<file path="src/rtl/cas_accumulator.sv">
// Carry-save accumulator: one addend per cycle into sum/carry registers, single carry-propagate add per group.
// Optional macro CAS_ACC_SPLIT_CPA_EN splits the final add into low/high halves over two cycles.
module cas_accumulator #(
    parameter int unsigned DataWidth = 128,
    parameter int unsigned MaxCount  = 16
) (
    input  logic                          Clk,
    input  logic                          Rst,
    input  logic                          InValid,
    output logic                          InReady,
    input  logic [DataWidth-1:0]          Addend,
    input  logic                          InLast,
    output logic                          OutValid,
    input  logic                          OutReady,
    output logic [DataWidth-1:0]          Result,
    output logic [$clog2(MaxCount+1)-1:0] OutCount
);

    localparam int unsigned cnt_width = $clog2(MaxCount + 1);

`ifdef CAS_ACC_SPLIT_CPA_EN
    localparam int unsigned lo_width = DataWidth / 2;
    localparam int unsigned hi_width = DataWidth - lo_width;

    typedef enum logic [1:0] {ACC, RES_LO, RES_HI, OUT} state_t;

    logic [lo_width-1:0] lo_sum;
    logic                lo_carry;
    logic [hi_width-1:0] hi_sum;
`else
    typedef enum logic [1:0] {ACC, RESOLVE, OUT} state_t;
`endif

    state_t               state;
    state_t               next_state;
    logic [DataWidth-1:0] sum_reg;
    logic [DataWidth-1:0] carry_reg;
    logic [DataWidth-1:0] maj;
    logic [cnt_width-1:0] cnt;
    logic                 accept;
    logic                 group_done;

    assign maj = (sum_reg & carry_reg) | (sum_reg & Addend) | (carry_reg & Addend);

`ifdef CAS_ACC_SPLIT_CPA_EN
    assign hi_sum = hi_width'(sum_reg[DataWidth-1:lo_width] + carry_reg[DataWidth-1:lo_width]
                              + hi_width'(lo_carry));
`endif

    // State register
    always_ff @(posedge Clk) begin
        if (!Rst) begin
            state <= ACC;
        end else begin
            state <= next_state;
        end
    end

    // Next-state and handshake decode
    always_comb begin
        next_state = state;
        accept     = 1'b0;
        group_done = 1'b0;
        InReady    = 1'b0;
        OutValid   = 1'b0;
        case (state)
            ACC: begin
                InReady    = Rst;
                accept     = InValid && Rst;
                group_done = accept && (InLast || (cnt == cnt_width'(MaxCount - 1)));
                if (group_done) begin
`ifdef CAS_ACC_SPLIT_CPA_EN
                    next_state = RES_LO;
`else
                    next_state = RESOLVE;
`endif
                end
            end
`ifdef CAS_ACC_SPLIT_CPA_EN
            RES_LO: next_state = RES_HI;
            RES_HI: next_state = OUT;
`else
            RESOLVE: next_state = OUT;
`endif
            OUT: begin
                OutValid = 1'b1;
                if (OutReady) begin
                    next_state = ACC;
                end
            end
            default: next_state = ACC;
        endcase
    end

    // Carry-save datapath and result resolution
    always_ff @(posedge Clk) begin
        if (!Rst) begin
            sum_reg   <= '0;
            carry_reg <= '0;
            cnt       <= '0;
            Result    <= '0;
            OutCount  <= '0;
`ifdef CAS_ACC_SPLIT_CPA_EN
            lo_sum    <= '0;
            lo_carry  <= 1'b0;
`endif
        end else begin
            case (state)
                ACC: begin
                    if (accept) begin
                        sum_reg   <= sum_reg ^ carry_reg ^ Addend;
                        carry_reg <= maj << 1;
                        cnt       <= cnt + cnt_width'(1);
                    end
                end
`ifdef CAS_ACC_SPLIT_CPA_EN
                RES_LO: begin
                    {lo_carry, lo_sum} <= (lo_width + 1)'(sum_reg[lo_width-1:0])
                                        + (lo_width + 1)'(carry_reg[lo_width-1:0]);
                end
                RES_HI: begin
                    Result    <= {hi_sum, lo_sum};
                    OutCount  <= cnt;
                    sum_reg   <= '0;
                    carry_reg <= '0;
                    cnt       <= '0;
                end
`else
                RESOLVE: begin
                    Result    <= sum_reg + carry_reg;
                    OutCount  <= cnt;
                    sum_reg   <= '0;
                    carry_reg <= '0;
                    cnt       <= '0;
                end
`endif
                default: ;
            endcase
        end
    end

endmodule
</file>
<file path="config.mk">
export PLATFORM = sky130hd
export DESIGN_NAME = cas_accumulator
export DESIGN_NICKNAME = d
export VERILOG_FILES = /design/src/rtl/cas_accumulator.sv
export SDC_FILE = /design/constraint.sdc
export NUM_CORES = 1
export LEC_CHECK = 0
export BUFFER_PORTS_ARGS = -buffer_cell sky130_fd_sc_hd__buf_4
export CAP_MARGIN = 20
export CORE_MARGIN = 4
export CORE_UTILIZATION = 64
export DETAILED_ROUTE_END_ITERATION = 6
export HOLD_SLACK_MARGIN = 0.08
export PLACE_DENSITY = 0.86
export SKIP_LAST_GASP = 1
export SLEW_MARGIN = 20
export SYNTH_ARGS = -nofsm -noshare
export SYNTH_HDL_FRONTEND = slang
export SYNTH_SLANG_ARGS = --single-unit
</file>
<file path="constraint.sdc">
create_clock -name Clk -period 7.47 [get_ports Clk]
set_input_delay 0.747 -clock Clk [delete_from_list [all_inputs] [get_ports Clk]]
set_output_delay 0.747 -clock Clk [all_outputs]
set_load 0.05 [all_outputs]
</file>
=== After elaboration in Yosys (flattened, before gate mapping) ===
Cells that the tools add are included.

* RAM bits: 0
* Flip-flop bits (word level): 396
* Latch bits: 0
* Bits in read-only memories: 0
* Memories: 0
* Output and inout port bits: 135
* Word-level logic and storage cells: 40

* Multiply operators: 0
* Equality and inequality tests: 6
* Bitwise operators: 7
* Divide/modulo/power cells: 0
* $lt $le $gt $ge: 0
* Reduce and logical (&&, ||, !) cells: 7
* Add/subtract/negate cells: 2
* Mux-type cells: 12
* Shifts and indexed selects: 0

{| class="wikitable"
|+ Operator list
! kind !! number
|-
| $pmux 128 s2 || 2
|-
| $and 127x127->127 || 3
|-
| $mux 128 || 2
|-
| $xor 128x128->128 || 2
|-
| $or 127x127->127 || 2
|-
| $add 128x128->128 || 1
|-
| $pmux 5 s2 || 1
|-
| $ne 2x2->1 const B || 3
|-
| $pmux 2 s3 || 1
|-
| $add 5x1->5 const B || 1
|-
| $eq 5x4->1 const B || 1
|-
| $mux 5 || 1
|-
| $mux 2 || 2
|-
| $reduce_and 2->1 || 2
|-
| $mux 1 || 3
|-
| $eq 2x1->1 const B || 1
|-
| $eq 2x2->1 const B || 1
|-
| $logic_and 1x1->1 || 2
|-
| $logic_not 2->1 || 1
|-
| $reduce_bool 2->1 || 1
|-
| $logic_or 1x1->1 || 1
|}

=== Longest topological paths before layout ===
Gate-level depths: netlist (run 1).

* Word-level depth: 5
* Gate-level depth with buffers: 15
* Depth with buffers taken out: 15

=== Worst setup path after synthesis (run 1) ===
No wires, ideal clock.

* Path kind: reg2reg
* Start: register sum_reg[1]
* End: register Result[117]
* Library setup time: 120 ps
* Path slack: 4046 ps
* Path buffers: 0
* Data arrival time: 3304 ps
* Cell stages (with the launch flop): 16
* Path through: dfxtp_1 -> ha_1 -> inv_1 -> fa_1 -> nand2b_1 -> a21o_1 -> a211oi_1 -> o21ai_1 -> a2111oi_0 -> nor3_1 -> o31a_1 -> o211ai_2 -> a31oi_1 -> nand2b_1 -> mux2i_1 -> a211o_1

* Longest elaborated chain between the ends: 1

{| class="wikitable"
|+ RTL lines
! item !! RTL line !! RTL
|-
| start: declaration || 36 || <nowiki>logic [DataWidth-1:0] sum_reg;</nowiki>
|-
| start signal: assignment || 111 || <nowiki>sum_reg <= sum_reg ^ carry_reg ^ Addend;</nowiki>
|-
| $add 128x128->128 || 130 || <nowiki>Result <= sum_reg + carry_reg;</nowiki>
|-
| end signal: assignment || 130 ||
|-
| end: declaration || 15 || <nowiki>output logic [DataWidth-1:0] Result,</nowiki>
|}

Every way passes these cells.
A chain may end at the register's enable or synchronous reset.

=== Worst setup path in the final report (run 1) ===
* Start: register sum_reg[1]
* End: register Result[105]

Same word-level chain as after synthesis.

==> results.toml, run 1 <==
[outcome]
status = "complete, but fails checks"
violations = "DRC"

[yosys]
postSynthCellCount = 2594
synth-seq-area-share_pct = 33.4
synthesis.area_mm2 = 0.0237
async_flop_share_pct = 0
ys.flop_type = "sky130_fd_sc_hd__dfxtp_1"
synth_cell_type_count = 82
synth_warnings = 0
syn_nets = 2983
synth_enable_flop_cells = 0
ys_ff_latch = 395
syn-mean-instance-area_um2 = 9.13

[finish]
final_cell_mix = "sky130_fd_sc_hd__dfxtp_1, sky130_fd_sc_hd__nand2_1, sky130_fd_sc_hd__buf_4"
area_growth_pct = 13.7
final_net_count = 3138
sequential_cell_area_mm2 = 0.00791
drive_above_1_share_pct = 13.5
multi_input_area_mm2 = 0.0148
antennaDiodeCount = 0
fillCellCount = 2705
final_common_cell = "sky130_fd_sc_hd__dfxtp_1"

[clocking]
cts_tree = "built"
cts_setup_buffers = 0
cts_max_level = 2
clock_tree.root_cell = "sky130_fd_sc_hd__clkbuf_16"
cts_hold_repair.buffers = 0
clkLatencyLatePin_ns = 0.58
clk_pin_slew_ns = 0.06
ctsLongestPathBuffers = 3
post_cts_resize_count = 0
cts_made_buffers = 41
numClockSinks = 395

[hold_path]
hp-class = "input pin to register"

[floorplan]
start_util_pct = 64.8
fp-row-count = 70
chipHeight_um = 200
fp.dieArea_mm2 = 0.0401
ioPinCount = 268
floorplan.die.width_um = 200
placeableCoreArea_mm2 = 0.0365

[global_routing]
grt_antenna_before_repair = 0
grt_start_max_net_pins = 206
grt_remaining_overflow = 0
globalRouteTotalUtil_pct = 33.9
global_route_wire_length_before_repair_um = 112000
first_global_vias = 20600

[critical_path]
setup.reg_to_reg.worst_slack_ns = 3.04
crit_path_end = "Result[105]$_SDFFE_PN0P_"
r2r.worst_path.cells = 15
critical_path.cell_chain = "ha_1 > inv_1 > fa_1 > nand2b_1 > a21o_1 > a211oi_1 > o21ai_1 > a211oi_1 > a221o_1 > a31oi_1 > o21ai_1 > a21oi_1 > o21ai_0 > xnor2_1 > o21ai_0"
start_kind = "register"
critPathMaxFanout = 4
crit_start = "sum_reg[1]$_SDFFE_PN0P_"
cp.required_ns = 7.91
critical_path_start_end_classification = "register to register"
critical_path.reg2reg.startpoint = "sum_reg[1]$_SDFFE_PN0P_"
crit_path_max_incr_delay_ns = 0.41
r2r_end = "Result[105]$_SDFFE_PN0P_"
arrival_ns = 4.87
endpoint_kind = "register"
cpMaxStageDelayCell = "sky130_fd_sc_hd__o21ai_1"

[power_and_ir_drop]
power.leakage_uw = 0.0115
p_per_area_mw_per_mm2 = 195
ir_worst_vdd_mv = 0.161

[route]
detail_route.drc_violations = 3
avgViaCountPerCell = 6.45
wire_per_inst_um = 21.6
num_vias = 20900
drtAntennaViolNets = 0
number_of_optimization_iterations_in_the_first_detailed_route_pass = 7
routed_wl_um = 70200
drtIter0Drc = 1982

[sta]
period_minus_slack_ns = 4.43
total_negative_slack_for_setup_checks_ns = 0
report.final.setup_viol = 0
fin_worst_skew_ns = 0.0225
rsz_0062_raised_after_global_routing = "no"
clock.fmax_mhz = 226
max_slew_margin_pct = 22.6
timing.final.crit_share_pct = 59.3
final-hold-violation-count = 0
timing.final.max_slew_violations = 0
slew_of_the_pin_with_the_lowest_slew_margin_ns = 1.16
fin_hold_ws_ns = 0.423

[place]
hpwlAfterDp_um = 52500
place.port_buffers = 267
global_placer_s_final_weighted_congestion = 1.02

[run]
drv_cap = 0
==> worst max-delay path: cells and delay by family, from the launching register on <==
family / cells / cell delay [ns]
compound gates: 10 / 2.79
xor+xnor: 1 / 0.21
fa+ha+maj: 2 / 0.62
buf+inv: 1 / 0.07
flops: 1 / 0.40
simple gates: 1 / 0.20
==> cell type report <==
cell class                 count  area share [%]
timing repair buffer         274            7.69
clock inverter                16           0.748
tap                          468            2.17
clock buffer                  57            4.37
sequential                   395            29.4
inverter                      38           0.530
multi-input combinational   1999            55.1
==> cell families after synthesis <==
logic type	synth area share, %
simple gates	13.9
flops	33.4
xor+xnor	4.44
compound gates	26.6
buf+inv	4.03
fa+ha+maj	17.5
mux	0.127
==> routing by layer <==
layer	part of all wire [%]	GRT usage (%)	vias up
met1	44	47.2	10100
li1	-	-	9692
met2	46	54.6	930
met3	6.6	4.79	174
met5	0	0	-
met4	4.0	12.1	0
==> synth_stat cells, drive strengths merged, types with 4 or more instances <==
cell type      instances  share of area, %
nand2                296               4.8
a21o                  67               2.1
ha                   129               6.8
a22o                 253               9.4
o21a                  17              0.54
nor4                   8              0.24
nor2                 121               1.9
a31oi                 16              0.42
a21oi                192               4.1
nor3                  26              0.55
or2                    6              0.16
nor2b                 20              0.53
a211o                  5              0.18
o21bai                30              0.95
a41oi                  4              0.15
dfxtp                395                33
o2111ai                4              0.17
fa                   127                11
nand3                 35              0.76
nand2b                23              0.61
o31ai                  8              0.27
and3                  10              0.27
a221oi                 5              0.18
o21ai                232               4.9
clkbuf               139               2.6
or3                    5              0.15
xnor2                 62               2.3
o31a                   5              0.18
and2                  76               2.0
o211ai                11              0.37
nand4                 61               1.6
a21boi                32               1.0
inv                   38              0.60
a211oi                11              0.37
clkdlybuf4s15          5              0.23
a22oi                  5              0.16
buf                   17              0.52
xor2                  58               2.1
==> report_power, final <==
group          leakage, uW  switching [uW]  internal, uW
registers          0.00321             109          2210
clock network     0.000668             881          1240
logic              0.00765             492           322
==> how the worst min path moves through the flow <==
| stage | start | end | slack, ns | cells after the start |
|---|---|---|---|---|
| after global routing | InLast | state[0]$_SDFFE_PN0P_ | 0.45 | 3 |
| final | InLast | state[0]$_SDFFE_PN0P_ | 0.42 | 3 |
| after floorplan | cnt[4]$_SDFFE_PN0P_ | cnt[4]$_SDFFE_PN0P_ | 0.45 | 2 |
| after global placement | Result[115]$_SDFFE_PN0P_ | Result[115]$_SDFFE_PN0P_ | 0.44 | 2 |
| after CTS | InLast | state[0]$_SDFFE_PN0P_ | 0.40 | 3 |
| after detailed placement | Result[115]$_SDFFE_PN0P_ | Result[115]$_SDFFE_PN0P_ | 0.45 | 2 |
==> through the flow <==
stage	worst slack [ns]	util [%]	cell area [um^2]	cells	total power (uW)
after CTS	3.11	73.7	26900	3247	5260
final	3.04	73.7	26900	3247	5250
after global routing	2.77	73.7	26900	3247	5450
after global placement	3.25	69.9	25500	3174	3120
after detailed placement	3.14	69.9	25500	3174	3150
after floorplan	4.05	-	23700	2594	2900
Power figures use the tool's default switching activity.
==> inputs of run 2 (changes only) <==
CORE_UTILIZATION = 60   (was 64)
PLACE_DENSITY = 0.82   (was 0.86)
clock period = 4.2 ns   (was 7.47 ns; I/O delays follow)
==> run 2 against run 1 <==
The flow now finishes without violations; utilization decreased by 3.5 points; largest power group unchanged; via count decreased by 0.77%; sequential share of layout area decreased by 0.35 points; cell count increased by 2.2%; flip-flop and latch count unchanged; wire length decreased by 1.8%; maximum frequency increased by 10%; clock power increased by 78%.
==> results.toml, run 2 (same netlist as run 1, synthesis figures left out) <==
[outcome]
status = "completed"

[place]
place.port_buffers = 267
place_worst_setup_slack_ns = -0.0142
place_area_mm2 = 0.0258
hpwlAfterDp_um = 52400
global_placer_s_final_weighted_congestion = 0.995

[floorplan]
chipHeight_um = 207
placeableCoreArea_mm2 = 0.0388
floorplan.die.width_um = 207
fp.dieArea_mm2 = 0.0427
start_util_pct = 61.0
fp-row-count = 72
ioPinCount = 268

[route]
wire_per_inst_um = 20.8
drtAntennaViolNets = 0
num_vias = 20800
drtIter0Drc = 2080
avgViaCountPerCell = 6.26
routed_wl_um = 68900
number_of_optimization_iterations_in_the_first_detailed_route_pass = 6
detail_route.drc_violations = 0

[global_routing]
met2_usage_pct = 51.8
grt.met3_usage_pct = 5.48
grt_util_met1_pct = 41.8
busiest_layer_in_global_routing = "met2"
global_route_wire_length_before_repair_um = 108000
grt_start_max_net_pins = 88
first_global_vias = 20500
grt_antenna_before_repair = 0
globalRouteTotalUtil_pct = 31.4
grt_remaining_overflow = 0

[clocking]
cts_made_buffers = 41
cts_setup_buffers = 0
clock_tree.root_cell = "sky130_fd_sc_hd__clkbuf_16"
clkLatencyLatePin_ns = 0.57
cts_max_level = 2
ctsLongestPathBuffers = 3
numClockSinks = 395
cts_tree = "built"
clk_pin_slew_ns = 0.06

[power_and_ir_drop]
clock_power_share_pct = 40.3
internal_uw = 6720
combPwrFrac_pct = 15.6
power.leakage_uw = 0.0117
ir_worst_vdd_mv = 0.315
p_per_area_mw_per_mm2 = 343
power.share.switching_pct = 28.0
total_switching_power_uw = 2620
power.sequential.fraction_pct = 44.1

[sta]
slew_of_the_pin_with_the_lowest_slew_margin_ns = 1.14
setup_ws_ns = 0.186
max_slew_margin_pct = 24.3
period_minus_slack_ns = 4.01
total_negative_slack_for_setup_checks_ns = 0
fin_hold_ws_ns = 0.218
rsz_0062_raised_after_global_routing = "yes"
timing.final.max_slew_violations = 0
final-hold-violation-count = 0
report.final.setup_viol = 0
timing.final.crit_share_pct = 95.6
fin_worst_skew_ns = 0.0160
clock.fmax_mhz = 249

[critical_path]
critPathMaxFanout = 5
arrival_ns = 4.47
start_kind = "register"
cp.required_ns = 4.65
critical_path_start_end_classification = "register to register"
endpoint_kind = "register"

[finish]
antennaDiodeCount = 0
final_net_count = 3163
drive_above_1_share_pct = 14.4
final_common_cell = "sky130_fd_sc_hd__dfxtp_1"
utilization_pct = 70.2
fillCellCount = 3056
area_growth_pct = 15.0
design_area_mm2 = 0.0272
final_cell_mix = "sky130_fd_sc_hd__dfxtp_1, sky130_fd_sc_hd__nand2_1, sky130_fd_sc_hd__buf_4"

[run]
drv_cap = 0

[hold_path]
hp-class = "input pin to register"
run 2: metal layers:
metal | up-vias | share of wire, %
met1 | 9972 | 42
met4 | 0 | 4.0
met2 | 904 | 47
met3 | 166 | 7.9
met5 | - | 0
li1 | 9733 | -
run 2: final cells by class:
| class | count | area (um^2) | area share, % |
|---|---|---|---|
| clock buffers | 49 | 1090 | 3.99 |
| well taps | 518 | 648 | 2.38 |
| multi-input cells | 1999 | 14900 | 54.6 |
| repair buffers | 299 | 2310 | 8.48 |
| flip-flops and latches | 395 | 7910 | 29.0 |
| inverters | 38 | 143 | 0.523 |
| clock inverters | 22 | 270 | 0.992 |
run 2: critical path, cell delays in order, from the launching register on:
cell and delay [ns]:
sky130_fd_sc_hd__dfxtp_1 0.34, sky130_fd_sc_hd__ha_1 0.37, sky130_fd_sc_hd__nand2_1 0.11, sky130_fd_sc_hd__nor2_1 0.20, sky130_fd_sc_hd__nand3_1 0.19, sky130_fd_sc_hd__nor4_1 0.66, sky130_fd_sc_hd__o2111ai_4 0.30, sky130_fd_sc_hd__a211oi_2 0.28
sky130_fd_sc_hd__buf_4 0.16, sky130_fd_sc_hd__o2111ai_1 0.18, sky130_fd_sc_hd__nand2_1 0.21, sky130_fd_sc_hd__a21oi_1 0.15, sky130_fd_sc_hd__o31a_1 0.30, sky130_fd_sc_hd__and3_1 0.21, sky130_fd_sc_hd__a211o_1 0.22
run 2: power groups by stage:
| stage | Clock, uW | Sequential (uW) | Combinational (uW) |
|---|---|---|---|
| after floorplan | 0 | 4240 | 919 |
| after global placement | 0 | 4180 | 1380 |
| final | 3770 | 4120 | 1450 |
| after detailed placement | 0 | 4200 | 1430 |
| after CTS | 3820 | 4120 | 1440 |
| after global routing | 3950 | 4150 | 1600 |
run 2: final timing paths:
path                                    end  slack [ns]                  startpoint  depth (start not counted)
setup reg to reg   Result[107]$_SDFFE_PN0P_        0.19  carry_reg[29]$_SDFFE_PN0P_                         14
setup / recovery   Result[107]$_SDFFE_PN0P_        0.19  carry_reg[29]$_SDFFE_PN0P_                         14
hold / removal    sum_reg[127]$_SDFFE_PN0P_        0.22                 Addend[127]                          4
hold reg to reg    Result[104]$_SDFFE_PN0P_        0.46    Result[104]$_SDFFE_PN0P_                          2
run 2: stage by stage:
step,std cells,total power [uW]
floorplan,2594,5160
global placement,3248,5570
detailed placement,3248,5620
CTS,3320,9390
global route,3320,9690
finish,3320,9340
run 2: repair_timing:
item,in CTS,in global routing
hold endpoints to repair,1,0
gates resized for setup,1,8
setup endpoints to repair,1,12
hold buffers,1,0
